File: src/rtl/hazard_ctrl_pkg.sv
// Shared encodings for the 3-stage core control path: opcodes, operand-select
// codes, decode flags and per-stage tracking entries.
package hazard_ctrl_pkg;

    typedef enum logic [6:0] {
        OP_LUI    = 7'b0110111,
        OP_AUIPC  = 7'b0010111,
        OP_JAL    = 7'b1101111,
        OP_JALR   = 7'b1100111,
        OP_BRANCH = 7'b1100011,
        OP_LOAD   = 7'b0000011,
        OP_STORE  = 7'b0100011,
        OP_IMM    = 7'b0010011,
        OP_REG    = 7'b0110011
    } opcode_e;

    localparam logic [1:0] SEL_RF  = 2'd0;
    localparam logic [1:0] SEL_PC  = 2'd1;
    localparam logic [1:0] SEL_IMM = 2'd1;
    localparam logic [1:0] SEL_FWD = 2'd2;

    typedef struct packed {
        logic uses_rs1;
        logic uses_rs2;
        logic writes_rd;
        logic is_load;
        logic a_is_pc;
        logic b_is_rs2;
    } hz_dec_t;

    typedef struct packed {
        logic       valid;
        logic [4:0] rd;
        logic       wr;
        logic       is_load;
    } s2_ent_t;

    typedef struct packed {
        logic       valid;
        logic [4:0] rd;
        logic       wr;
    } s3_ent_t;

endpackage

File: src/rtl/hazard_decode.sv
// Combinational register-usage decode of one RV32I instruction; unknown
// opcodes read and write nothing.
module hazard_decode
    import hazard_ctrl_pkg::*;
(
    input  logic [31:0] inst_i,
    output hz_dec_t     dec_o
);

    logic unused_inst_bits;
    assign unused_inst_bits = ^inst_i[31:12];

    always_comb begin
        dec_o = '0;
        case (inst_i[6:0])
            OP_REG: begin
                dec_o.uses_rs1  = 1'b1;
                dec_o.uses_rs2  = 1'b1;
                dec_o.writes_rd = 1'b1;
                dec_o.b_is_rs2  = 1'b1;
            end
            OP_IMM: begin
                dec_o.uses_rs1  = 1'b1;
                dec_o.writes_rd = 1'b1;
            end
            OP_LOAD: begin
                dec_o.uses_rs1  = 1'b1;
                dec_o.writes_rd = 1'b1;
                dec_o.is_load   = 1'b1;
            end
            OP_STORE: begin
                dec_o.uses_rs1 = 1'b1;
                dec_o.uses_rs2 = 1'b1;
            end
            OP_BRANCH: begin
                dec_o.uses_rs1 = 1'b1;
                dec_o.uses_rs2 = 1'b1;
                dec_o.a_is_pc  = 1'b1;
            end
            OP_JALR: begin
                dec_o.uses_rs1  = 1'b1;
                dec_o.writes_rd = 1'b1;
            end
            OP_LUI: begin
                dec_o.writes_rd = 1'b1;
            end
            OP_AUIPC, OP_JAL: begin
                dec_o.writes_rd = 1'b1;
                dec_o.a_is_pc   = 1'b1;
            end
            default: dec_o = '0;
        endcase
        // x0 as destination is never tracked, so it can never match a source.
        if (inst_i[11:7] == 5'd0) begin
            dec_o.writes_rd = 1'b0;
        end
    end

endmodule

File: src/rtl/hazard_ctrl.sv
// Hazard tracking for S2/S3, S1 stall/flush/freeze generation and registered
// operand-select codes for the instruction entering S2.
module hazard_ctrl
    import hazard_ctrl_pkg::*;
(
    input  logic        clk,
    input  logic        rst_n,
    input  logic [31:0] s1_inst,
    input  logic        s1_valid,
    input  logic        br_taken,
    input  logic        mem_busy,
    output logic        stall_s1,
    output logic        flush_s1,
    output logic        freeze,
    output logic [1:0]  a_sel,
    output logic [1:0]  b_sel,
    output logic        rs1_fwd,
    output logic        rs2_fwd,
    output logic        s2_valid,
    output logic        s3_valid
);

    hz_dec_t    dec;
    s2_ent_t    s2_q, s2_d;
    s3_ent_t    s3_q, s3_d;
    logic [1:0] a_sel_q, a_sel_d, b_sel_q, b_sel_d;
    logic       rs1_fwd_q, rs1_fwd_d, rs2_fwd_q, rs2_fwd_d;
    logic [4:0] rs1, rs2, rd;
    logic       hit_rs1, hit_rs2, load_use;

    hazard_decode u_decode (
        .inst_i (s1_inst),
        .dec_o  (dec)
    );

    assign rs1 = s1_inst[19:15];
    assign rs2 = s1_inst[24:20];
    assign rd  = s1_inst[11:7];

    // The S2 producer sits in S3 once the consumer reaches S2; load results
    // are excluded since they only arrive via the RF after the stall.
    assign hit_rs1 = s2_q.valid && s2_q.wr && !s2_q.is_load
                     && (s2_q.rd == rs1) && (rs1 != 5'd0);
    assign hit_rs2 = s2_q.valid && s2_q.wr && !s2_q.is_load
                     && (s2_q.rd == rs2) && (rs2 != 5'd0);

    assign load_use = s1_valid && s2_q.valid && s2_q.is_load && s2_q.wr
                      && ((dec.uses_rs1 && (s2_q.rd == rs1))
                       || (dec.uses_rs2 && (s2_q.rd == rs2)));

    assign freeze = mem_busy;

    always_comb begin
        s2_d      = s2_q;
        s3_d      = s3_q;
        a_sel_d   = a_sel_q;
        b_sel_d   = b_sel_q;
        rs1_fwd_d = rs1_fwd_q;
        rs2_fwd_d = rs2_fwd_q;
        stall_s1  = 1'b0;
        flush_s1  = 1'b0;
        if (mem_busy) begin
            stall_s1 = 1'b1;
        end else begin
            s3_d = '{valid: s2_q.valid, rd: s2_q.rd, wr: s2_q.wr};
            if (br_taken || load_use) begin
                flush_s1  = br_taken;
                stall_s1  = !br_taken;
                s2_d      = '0;
                a_sel_d   = SEL_RF;
                b_sel_d   = SEL_RF;
                rs1_fwd_d = 1'b0;
                rs2_fwd_d = 1'b0;
            end else begin
                s2_d = '{valid: s1_valid, rd: rd, wr: dec.writes_rd,
                         is_load: dec.is_load};
                if (dec.a_is_pc) begin
                    a_sel_d = SEL_PC;
                end else if (dec.uses_rs1 && hit_rs1) begin
                    a_sel_d = SEL_FWD;
                end else begin
                    a_sel_d = SEL_RF;
                end
                if (!dec.b_is_rs2) begin
                    b_sel_d = SEL_IMM;
                end else if (hit_rs2) begin
                    b_sel_d = SEL_FWD;
                end else begin
                    b_sel_d = SEL_RF;
                end
                rs1_fwd_d = hit_rs1;
                rs2_fwd_d = hit_rs2;
            end
        end
    end

    always_ff @(posedge clk) begin
        if (!rst_n) begin
            s2_q      <= '0;
            s3_q      <= '0;
            a_sel_q   <= SEL_RF;
            b_sel_q   <= SEL_RF;
            rs1_fwd_q <= 1'b0;
            rs2_fwd_q <= 1'b0;
        end else begin
            s2_q      <= s2_d;
            s3_q      <= s3_d;
            a_sel_q   <= a_sel_d;
            b_sel_q   <= b_sel_d;
            rs1_fwd_q <= rs1_fwd_d;
            rs2_fwd_q <= rs2_fwd_d;
        end
    end

    assign a_sel    = a_sel_q;
    assign b_sel    = b_sel_q;
    assign rs1_fwd  = rs1_fwd_q;
    assign rs2_fwd  = rs2_fwd_q;
    assign s2_valid = s2_q.valid;
    assign s3_valid = s3_q.valid;

endmodule

File: config.mk
export PLATFORM = sky130hd
export DESIGN_NAME = hazard_ctrl
export DESIGN_NICKNAME = d
export VERILOG_FILES = /design/src/rtl/hazard_ctrl_pkg.sv /design/src/rtl/hazard_decode.sv /design/src/rtl/hazard_ctrl.sv
export SDC_FILE = /design/constraint.sdc
export NUM_CORES = 1
export LEC_CHECK = 0
export CORE_MARGIN = 2
export CORE_UTILIZATION = 38
export CTS_BUF_LIST = sky130_fd_sc_hd__clkbuf_16
export DETAILED_ROUTE_END_ITERATION = 12
export HOLD_SLACK_MARGIN = 0.03
export MAX_ROUTING_LAYER = met4
export PLACE_DENSITY_LB_ADDON = 0.25
export SLEW_MARGIN = 20
export SYNTH_ARGS = -nofsm -noshare
export SYNTH_HDL_FRONTEND = slang
export SYNTH_HIERARCHICAL = 1
export SYNTH_SLANG_ARGS = --single-unit
export TNS_END_PERCENT = 5
File: constraint.sdc
create_clock -name clk -period 2.5 [get_ports clk]
set_input_delay 0.75 -clock clk [delete_from_list [all_inputs] [get_ports clk]]
set_output_delay 0.75 -clock clk [all_outputs]
set_load 0.01 [all_outputs]
Yosys cells after proc, flatten, opt, wreduce, memory -nomap -nowiden
Index checks and enable logic that the tools add are counted.

storage, ports and cells
  output and inout bits = 11
  flip-flop bits (word level) = 15

operators by class
  multiplexer cells = 20
  reduce and logical (&&, ||, !) cells = 24
  eq/ne operators = 11

operator list
  kind                                            number
  == test 7 x 6 -> 1 bit (second input constant)  3
  == test 7 bit (second input constant)           3
  == test 7 x 5 -> 1 bit (second input constant)  2
  logical AND 1 bit                               13
  two-way mux 1 bit                               13
  two-way mux 2 bit                               6
  == test 5 bit                                   2
  nonzero test 5 bit                              2
  two-way mux 8 bit                               1
  == test 7 x 2 -> 1 bit (second input constant)  1
  OR reduction 7 bit                              1
  OR reduction 3 bit                              2
  OR reduction 6 bit                              1
  logical NOT 5 bit                               1
  logical NOT 1 bit                               2
  logical OR 1 bit                                2

Depth between registers and ports, before layout
  depth after elaboration = 9
  depth in mapped cells = 7

By module
Netlist, hierarchy kept.

modules (own cells, without submodules)
  module         cells each  instances  area an instance (um2)
  hazard_ctrl    92          1          765.7
  hazard_decode  21          1          145.1

Worst setup path before layout
OpenSTA, ideal clock, no wires.

  kind = input-to-output
  from = in s1_inst[2]
  to = out stall_s1
  path slack = 0.096 ns
  arrival time = 1.654 ns
  stages on the path = 6
  cells stage by stage = clkbuf_2 > o21a_1 > nor3_1 > nand3_1 > o22ai_1 > a21o_2

RTL lines
  what             RTL line           RTL
  start, declared  hazard_ctrl.sv:8   input logic [31:0] s1_inst,
  end, declared    hazard_ctrl.sv:12  output logic stall_s1,

==> flow_summary_export.csv <==
group,metric,value,unit
worst_setup_path,worst_setup_path_start_kind,"input pin",
grt,wire_length_of_the_first_global_routing_pass,4670,um
clock_network,cts_tree,"done",
detailed_routing,drc_violation_total_after_the_first_tritonroute_iteration,33,
power_and_ir_drop,power.switching,169,uW
power_and_ir_drop,pwr-share-seq,0.352,
layout,area_used_by_multi_input_combinational_logic,656,um2
synthesis,synth_flop_cell,"sky130_fd_sc_hd__dfxtp_1",
layout,layout_common_cells,"sky130_fd_sc_hd__buf_4, sky130_fd_sc_hd__o21ai_0, sky130_fd_sc_hd__clkdlybuf4s50_1",
grt,globalRoute.totalOverflow,0,
detailed_routing,met2_wirelength,1500,um
power_and_ir_drop,internal-power,546,uW
clock_network,ctsRootBufferMaster,"sky130_fd_sc_hd__clkbuf_16",
clock_network,number_of_buffers_inserted_during_clock_tree_synthesis,3,
power_and_ir_drop,p_comb_frac,0.213,
detailed_routing,met3WireLength,132,um
timing,timing.final.crit_period,2.61,ns
worst_setup_path,critical_path_arrival,1.86,ns
synthesis,synth-edff-count,0,
synthesis,synthCells,113,
layout,post-route-cell-area,1630,um2
layout,ff_latch_area,300,um2
detailed_routing,routed_wirelength,2890,um
worst_setup_path,critical_path_class,"input pin to output port",
grt,grt_start_max_net_pins,15,
timing,post-route-worst-setup-slack,-0.114,ns
timing,max_freq,383,MHz
die,placeableCoreArea,2230,um2
place,final_hpwl_dp,2130,um
die,die-area,2800,um2
place,dp_slack,-1.04,ns
synthesis,synthDistinctLibCells,39,
place,place.port_buffers,37,
grt,grt_util_all_layers,0.242,
place,gp_routability_congestion,0.823,
worst_setup_path,critical_path.max_fanout,5,
timing,final_hold_viol_count,0,
power_and_ir_drop,static-leakage-power,0.000649,uW
synthesis,synthesis.area_per_instance,8.06,um2
grt,number_of_global_route_vias_before_repair,1047,
power_and_ir_drop,worst_ir_drop_vdd,0.353,mV
detailed_routing,drt-wirelength-per-cell,14.2,um
power_and_ir_drop,clockPowerShare,0.436,
die,initial_utilization,0.408,
timing,unrepaired_setup_endpoints_after_global_routing,"yes",
clock_network,clock_sink_count,15,
synthesis,ys_async_sr_fraction,0,
detailed_routing,viasPerCell,5.39,
worst_setup_path,worst-endpoint-required,1.75,ns
power_and_ir_drop,swShare,0.237,
clock_network,insertion_delay,0.25,ns
min_path,worst_hold_path_type,"register to register",
clock_network,htree_levels,1,
worst_setup_path,crit_path_end_kind,"output port",
timing,setup_viol,1,
place,placedInstanceArea,1450,um2
detailed_routing,wl_met1,1170,um
layout,antenna_cells,0,
layout,drive_gt1_frac,0.295,
clock_network,clkTransAtPathRegs,0.05,ns
timing,period_share,1.05,
layout,fillers,178,
clock_network,cts_buffer_depth,2,
die,dieHeight,53.0,um
layout,leading_cell_type_in_the_layout_fill_and_taps_excluded,"sky130_fd_sc_hd__buf_4",
detailed_routing,via_total_after_detailed_routing,1099,
detailed_routing,drt_drc_violations_left,0,
clock_network,cts.hold.buffers_added,0,
detailed_routing,detail-route-antenna-nets,0,
synthesis,synth_sequential_area_ratio,0.330,
timing,fin_skew,0.00353,ns
die,ioPinCount,48,
synthesis,ys_seq_elements,15,
grt,antenna_found_initial,0,
timing,max_slew.worst_pin.slew,0.277,ns
timing,maxSlewHeadroom,0.814,
detailed_routing,drtPass1Iterations,4,
outcome,violations,"setup timing",
layout,flow.area_growth_from_synthesis,79.4,%
timing,finalMaxSlewViolations,0,
synthesis,ys.warnings.count,6,
die,die_w,53.0,um
flow_run,max_cap_violations,0,
synthesis,synth.net_count,150,
detailed_routing,topRoutingLayerUsed,"met4",
die,num_rows,17,
layout,final_nets,214,
outcome,outcome,"finished, violations left",
synthesis,post_synth_instance_area,911,um2
power_and_ir_drop,power.density_cell_area,438,nW/um2
-- state kept, by name, summed over array words and instances (netlist names) --
register and flops:
s2_valid 1, rs1_fwd 1, a_sel 2, s2_q 7, s3_valid 1, b_sel 2
rs2_fwd 1
-- routing by layer --
metal | vias to the layer above | GRT usage
met1 | 511 | 0.247
met4 | 0 | 0.120
met2 | 40 | 0.446
li1 | 539 | -
met3 | 9 | 0.0367
met5 | - | -
-- cell usage after synthesis (all sizes together) (2+ instances only) --
library cell	count	area [um2]
a211oi	2	15.0
a21o	2	17.5
clkbuf	3	12.5
dfxtp	15	300
nand2	15	56.3
nand3	5	25.0
nand3b	2	15.0
nand4	3	18.8
nand4b	2	17.5
nor2	8	30.0
nor3	4	25.0
o21ai	18	90.1
o31ai	2	15.0
xnor2	10	87.6
-- path summary, 6_finish.rpt --
path	startpoint	to	slack, ns	cells past startpoint
setup / recovery	s1_inst[6]	stall_s1	-0.11	7
hold / removal	rs1_fwd$_SDFFE_PN0N_	rs1_fwd$_SDFFE_PN0N_	0.43	2
setup reg to reg	s2_q[4]$_SDFFE_PN0N_	s2_q[1]$_SDFFE_PN0N_	1.08	6
hold reg to reg	rs1_fwd$_SDFFE_PN0N_	rs1_fwd$_SDFFE_PN0N_	0.43	2
-- worst max-delay path: stages --
cell,delay [ns]
sky130_fd_sc_hd__buf_6,0.11
sky130_fd_sc_hd__buf_6,0.11
sky130_fd_sc_hd__a2111oi_4,0.36
sky130_fd_sc_hd__nand3_1,0.15
sky130_fd_sc_hd__o22ai_2,0.15
sky130_fd_sc_hd__a21o_2,0.15
sky130_fd_sc_hd__buf_6,0.09
-- per-stage QoR --
step                      hold WS, ns  power (uW)  utilization  setup TNS, ns  std cells
after floorplan                 0.453         303            -              0        113
after global placement          0.426         392        0.648          -1.34        194
after detailed placement        0.429         396        0.648          -1.67        194
after CTS                       0.436         709        0.718         -0.144        202
after global routing            0.469         739        0.732         -0.208        204
final                           0.434         715        0.732         -0.114        204
-- power groups by stage --
stage / registers [uW] / logic (uW) / clock network [uW]
CTS: 251 / 146 / 312
global route: 252 / 162 / 325
global placement: 255 / 137 / 0
detailed placement: 255 / 141 / 0
floorplan: 255 / 48.5 / 0
finish: 251 / 152 / 312
-- repair_timing --
| item | 4_1_cts | 5_1_grt |
|---|---|---|
| pin swaps | 9 | 7 |
| setup buffers | 4 | 2 |
| endpoints found under the setup margin | 3 | 1 |
| resized for setup | 45 | 8 |
-- layout make-up --
class | instances | share of cell area
clock buffer | 3 | 0.0459
clock inverter | 1 | 0.00230
inverter | 1 | 0.00230
multi-input combinational | 93 | 0.401
sequential | 15 | 0.184
tap | 28 | 0.0214
timing repair buffer | 63 | 0.343
-- logic make-up after synthesis --
family,Yosys count,share of synthesized area
DFF,15,0.330
buffers and inverters,5,0.0261
xor gates and xnor gates,11,0.106
muxes,1,0.0110
AOI/OAI and AO/OA,31,0.224
and+or+nand+nor,50,0.304
Power figures use the tool's default switching activity.
